$ cat src/rtl/filter_out_capture.sv
// Decimating capture FIFO for filter output samples, drained over a valid/ready port.
// Define FILTER_OUT_CAPTURE_MINMAX_EN to add running signed min/max of pushed samples.
module filter_out_capture #(
    parameter int WIDTH = 25,
    parameter int DEPTH = 16,
    parameter int DEC_W = 8
) (
    input  logic                       emu_clk,
    input  logic                       emu_rst_n,
    input  logic [WIDTH-1:0]           in_data,
    input  logic                       in_valid,
    input  logic                       enable,
    input  logic                       clr,
    input  logic [DEC_W-1:0]           dec_ratio,
    output logic [WIDTH-1:0]           out_data,
    output logic                       out_valid,
    input  logic                       out_ready,
    output logic [$clog2(DEPTH):0]     count,
`ifdef FILTER_OUT_CAPTURE_MINMAX_EN
    output logic signed [WIDTH-1:0]    min_data,
    output logic signed [WIDTH-1:0]    max_data,
`endif
    output logic                       overflow
);

    localparam int AW = $clog2(DEPTH);
    localparam int CW = AW + 1;

    logic [WIDTH-1:0] mem [DEPTH];
    logic [AW-1:0]    wr_ptr;
    logic [AW-1:0]    rd_ptr;
    logic [DEC_W-1:0] dec_cnt;
    logic [DEC_W-1:0] ratio_m1;
    logic             hit;
    logic             full;
    logic             pop;
    logic             push_ok;
    logic             drop;

    // Ratio 0 behaves as 1. Using >= lets a lowered ratio fire on the very next sample.
    assign ratio_m1 = (dec_ratio == '0) ? '0 : dec_ratio - DEC_W'(1);
    assign hit      = in_valid && enable && (dec_cnt >= ratio_m1);
    assign full     = (count == CW'(DEPTH));

    // Output handshake: the head transfers on any cycle where out_valid and out_ready
    // are both high; out_valid never depends on out_ready and stays high while count>0.
    assign out_valid = (count != '0);
    assign out_data  = out_valid ? mem[rd_ptr] : '0;

    assign pop     = out_valid && out_ready && !clr;
    assign push_ok = hit && (!full || pop) && !clr;
    assign drop    = hit && full && !pop && !clr;

    always_ff @(posedge emu_clk or negedge emu_rst_n) begin
        if (!emu_rst_n) begin
            dec_cnt <= '0;
        end else if (clr || !enable) begin
            dec_cnt <= '0;
        end else if (in_valid) begin
            dec_cnt <= hit ? '0 : dec_cnt + DEC_W'(1);
        end
    end

    always_ff @(posedge emu_clk or negedge emu_rst_n) begin
        if (!emu_rst_n) begin
            wr_ptr   <= '0;
            rd_ptr   <= '0;
            count    <= '0;
            overflow <= 1'b0;
        end else if (clr) begin
            wr_ptr   <= '0;
            rd_ptr   <= '0;
            count    <= '0;
            overflow <= 1'b0;
        end else begin
            if (push_ok) wr_ptr <= wr_ptr + AW'(1);
            if (pop)     rd_ptr <= rd_ptr + AW'(1);
            if (push_ok && !pop)      count <= count + CW'(1);
            else if (pop && !push_ok) count <= count - CW'(1);
            if (drop) overflow <= 1'b1;
        end
    end

    // When full with a same-cycle pop, wr_ptr equals rd_ptr: the slot being vacated is reused.
    always_ff @(posedge emu_clk) begin
        if (push_ok) mem[wr_ptr] <= in_data;
    end

`ifdef FILTER_OUT_CAPTURE_MINMAX_EN
    logic seen;

    always_ff @(posedge emu_clk or negedge emu_rst_n) begin
        if (!emu_rst_n) begin
            seen     <= 1'b0;
            min_data <= '0;
            max_data <= '0;
        end else if (clr) begin
            seen     <= 1'b0;
            min_data <= '0;
            max_data <= '0;
        end else if (push_ok) begin
            seen <= 1'b1;
            if (!seen || ($signed(in_data) < min_data)) min_data <= $signed(in_data);
            if (!seen || ($signed(in_data) > max_data)) max_data <= $signed(in_data);
        end
    end
`endif

endmodule

$ cat config.mk
export PLATFORM = sky130hd
export DESIGN_NAME = filter_out_capture
export DESIGN_NICKNAME = d
export VERILOG_FILES = /design/src/rtl/filter_out_capture.sv
export SDC_FILE = /design/constraint.sdc
export NUM_CORES = 1
export LEC_CHECK = 0
export BUFFER_PORTS_ARGS = -buffer_cell sky130_fd_sc_hd__buf_4
export CAP_MARGIN = 20
export CELL_PAD_IN_SITES_DETAIL_PLACEMENT = 1
export CELL_PAD_IN_SITES_GLOBAL_PLACEMENT = 2
export CORE_MARGIN = 3
export CORE_UTILIZATION = 51
export DETAILED_ROUTE_END_ITERATION = 8
export GPL_ROUTABILITY_DRIVEN = 0
export PLACE_DENSITY = 0.82
export SYNTH_ARGS = -nofsm -noshare
export SYNTH_HDL_FRONTEND = slang
export SYNTH_SLANG_ARGS = --single-unit
export TNS_END_PERCENT = 100
$ cat constraint.sdc
create_clock -name emu_clk -period 5.49 [get_ports emu_clk]
set_clock_uncertainty 0.05 [all_clocks]
set_input_delay 0.549 -clock emu_clk [delete_from_list [all_inputs] [get_ports emu_clk]]
set_output_delay 0.549 -clock emu_clk [all_outputs]
set_load 0.02 [all_outputs]
==> metrics.md <==
| Metric | Value |
|---|---|
| Worst slew margin relative to its limit | 43.4% |
| Antenna diode count | 0 |
| Ports | 71 |
| Total congestion overflow after global routing | 0 |
| Mean Syn Cell Area | 21.5 um^2 |
| Primary FF master, synth | edfxtp_1 |
| Worst slack on hold paths | 0.253 ns |
| Detailed-routing iteration count for the pre-antenna-repair pass | 5 |
| Number of flops mapped to enable cells by yosys | 400 |
| Wire length of the first global-routing pass | 57200 um |
| Fraction of the cycle the final worst path needs | 81.4% |
| Routed wire length per instance | 27.4 um |
| Largest cells by area after synthesis | edfxtp_1, mux4_2, dfrtp_1, ha_1, and2_1 |
| Reg-to-reg setup timing slack | 1.84 ns |
| Measured slew at the worst slew-check pin | 0.849 ns |
| WP data arrival | 4.82 ns |
| Worst min-delay path class | primary input to register |
| Maximum fanout encountered on the critical timing path | 17 |
| Total via count in the routed design | 8113 |
| Number of distinct library cell variants in the gate-level netlist after synthesis | 43 |
| Type of origin of the critical path | primary input |
| Most frequent cells in the layout | edfxtp_1, mux4_2, buf_4 |
| Unrepaired setup endpoints after global routing | false |
| Outcome | finished, final reports clean |
| Floorplan Core Area | 32600 um^2 |
| Clock latency on the worst-skew pair | 0.52 ns |
| Fraction of the yosys area taken by sequential cells | 74.3% |
| Average via count per standard cell | 5.93 |
| Final routed DRC violation total | 0 |
| Antenna viol nets, final | 0 |
| Max-slew violation count | 0 |
| Number of setup violations in the final report | 0 |
| Largest net degree at the start of global routing | 77 |
| CTS max path bufs | 3 |
| Clock tree from TritonCTS | yes |
| CTS Sinks | 422 |
| Layout cells sized above 1 | 31.7% |
| Combined area of all synthesized cells | 16900 um^2 |
| Post-route setup TNS | 0 ns |
| H-Tree Depth | 2 |
| Clk pin slew, worst setup/hold paths | 0.07 ns |
| Root buf cell | clkbuf_16 |
| Number of resized instances in the post-cts repair step | 0 |
| Achievable Freq | 224 MHz |
| Number of I/O port buffers | 70 |
| Number of cells in the design after placement | 1287 |
| Post-DP Area | 18100 um^2 |
| Number of register bits inferred by synthesis | 422 |
| Die Span X | 188 um |
| Async S/R FF share, synth | 5.21% |
| Number of standard-cell rows in the floorplan | 66 |
| # Max-Cap Violations | 0 |
| CTS buffer count | 43 |
| Number of inserted filler cells in the final layout | 2760 |
| Tot GR Track Use | 21.8% |
| Critical path capture point type | register |
| WL final | 37500 um |
| Number of standard cells in the layout, taps in and fillers out | 1367 |
| DP Wirelength | 21300 um |
| Biggest area consumer among synthesized cells | edfxtp_1 |
| Number of failing hold endpoints at the final stage | 0 |
| Die area | 35400 um^2 |
| Leakage power summed over all cells | 6.39 nW |
| Data required time of the critical path | 5.85 ns |
| Die Height | 188 um |
| Worst vdd rail ir drop | 0.000213 V |
| Finished Cell Area | 19600 um^2 |
| Post-synth top area share | 71.1% |
| Warnings, synthesis | 0 |
| Final design utilization | 59.9% |
| Leading cell type in the layout, fill and taps excluded | edfxtp_1 |
| Starting density of the core | 51.8% |
| Post-CTS setup-driven buffer insertion count | 0 |
| Areal power density over the cells | 439 nW/um^2 |
| Initial antenna violation count | 1 |
| Hold buffers post-CTS | 1 |
| Syn_nets | 844 |
| Type of the worst setup path | primary input to register |
| Final-stage net count | 951 |
| Via count of the first global-routing pass | 8855 |
| Area growth from synthesis to layout | 15.7% |
| Minimum clock period after layout | 4.47 ns |
| Post-Synthesis Cells | 785 |
| Number of violations reported at the end of detailed-routing iteration 0 | 740 |
## logic make-up (layout without fill, tap and decap cells)
kind of cell	Yosys count	after routing	synth area share (%)
AOI/OAI and AO/OA	26	26	0.962
xor gates and xnor gates	17	17	0.881
adders and majority gates	20	20	1.53
buffers and inverters	43	183	1.21
DFF	422	422	74.3
muxes	128	128	16.9
and+or+nand+nor	129	129	4.23
## synthesized netlist by cell type (2+ instances only)
cell	n
buf_2	5
clkbuf_1	15
a21oi_1	12
nand3_1	10
mux4_2	125
nor2b_1	5
or3_1	4
xor2_1	9
o21ai_0	2
and2_1	27
buf_4	8
xnor2_1	8
a21o_1	2
o21ai_1	3
and3_1	19
edfxtp_1	400
nand2b_1	10
dfrtp_1	22
ha_1	19
nor2_1	20
nand2_1	16
nand4_1	2
mux2_1	2
nor3b_1	3
inv_1	7
nor3_1	7
buf_1	7
## final timing paths
check | from | end | cells after the start
min in group asynchronous | emu_rst_n | count[2] | 2
min reg2reg | overflow | overflow | 2
max in group asynchronous | emu_rst_n | rd_ptr[0] | 2
min | in_data[19] | mem[11][19] | 1
max | dec_ratio[3] | count[4] | 18
max reg2reg | dec_cnt[6] | count[4] | 12
## registers in the layout, indices dropped and copies added, names as in the netlist
register	cells
mem	400
dec_cnt	8
count	5
rd_ptr	4
wr_ptr	4
overflow	1
## per-layer routing
metal | up-vias | GRT usage [%] | wire, um
met5 | - | 0 | 20
met4 | 2 | 4.70 | 624
met3 | 48 | 3.35 | 1860
met2 | 247 | 37.3 | 19600
met1 | 4342 | 30.2 | 15400
li1 | 3474 | - | -
## power breakdown
| part | switching (mW) | internal [mW] |
|---|---|---|
| Sequential | 0.129 | 3.54 |
| Clock | 1.18 | 1.83 |
| Combinational | 0.911 | 0.996 |
## through the flow
step / power [mW] / setup WS (ns)
floorplan: 5.06 / 1.21
global placement: 5.62 / 0.828
detailed placement: 5.68 / 0.529
CTS: 8.68 / 1.06
global route: 8.94 / 0.701
finish: 8.58 / 1.02
## critical path, cell delays in order
cell and delay, ns:
buf_4 0.12, nor3_1 0.29, nand3_1 0.17, or3_1 0.36, nor3_1 0.20, a21oi_1 0.08, ha_1 0.30, and3_1 0.18
a221oi_1 0.12, or3_1 0.37, nand2_1 0.41, nand2_1 0.27, fa_1 0.47, a21o_1 0.20, a21oi_1 0.18, nor2_1 0.06
a22oi_1 0.16, mux2_1 0.34
## cell type report
type                       instances  area, um^2  area share (%)
clock inverter                    27         339            1.73
clock buffer                      51        1120            5.71
inverter                           7        26.3           0.134
sequential                       422       12600            64.3
timing repair buffer              98         808            4.13
multi-input combinational        320        4140            21.2
tap                              442         553            2.83
(Power assumes the default switching activity.)
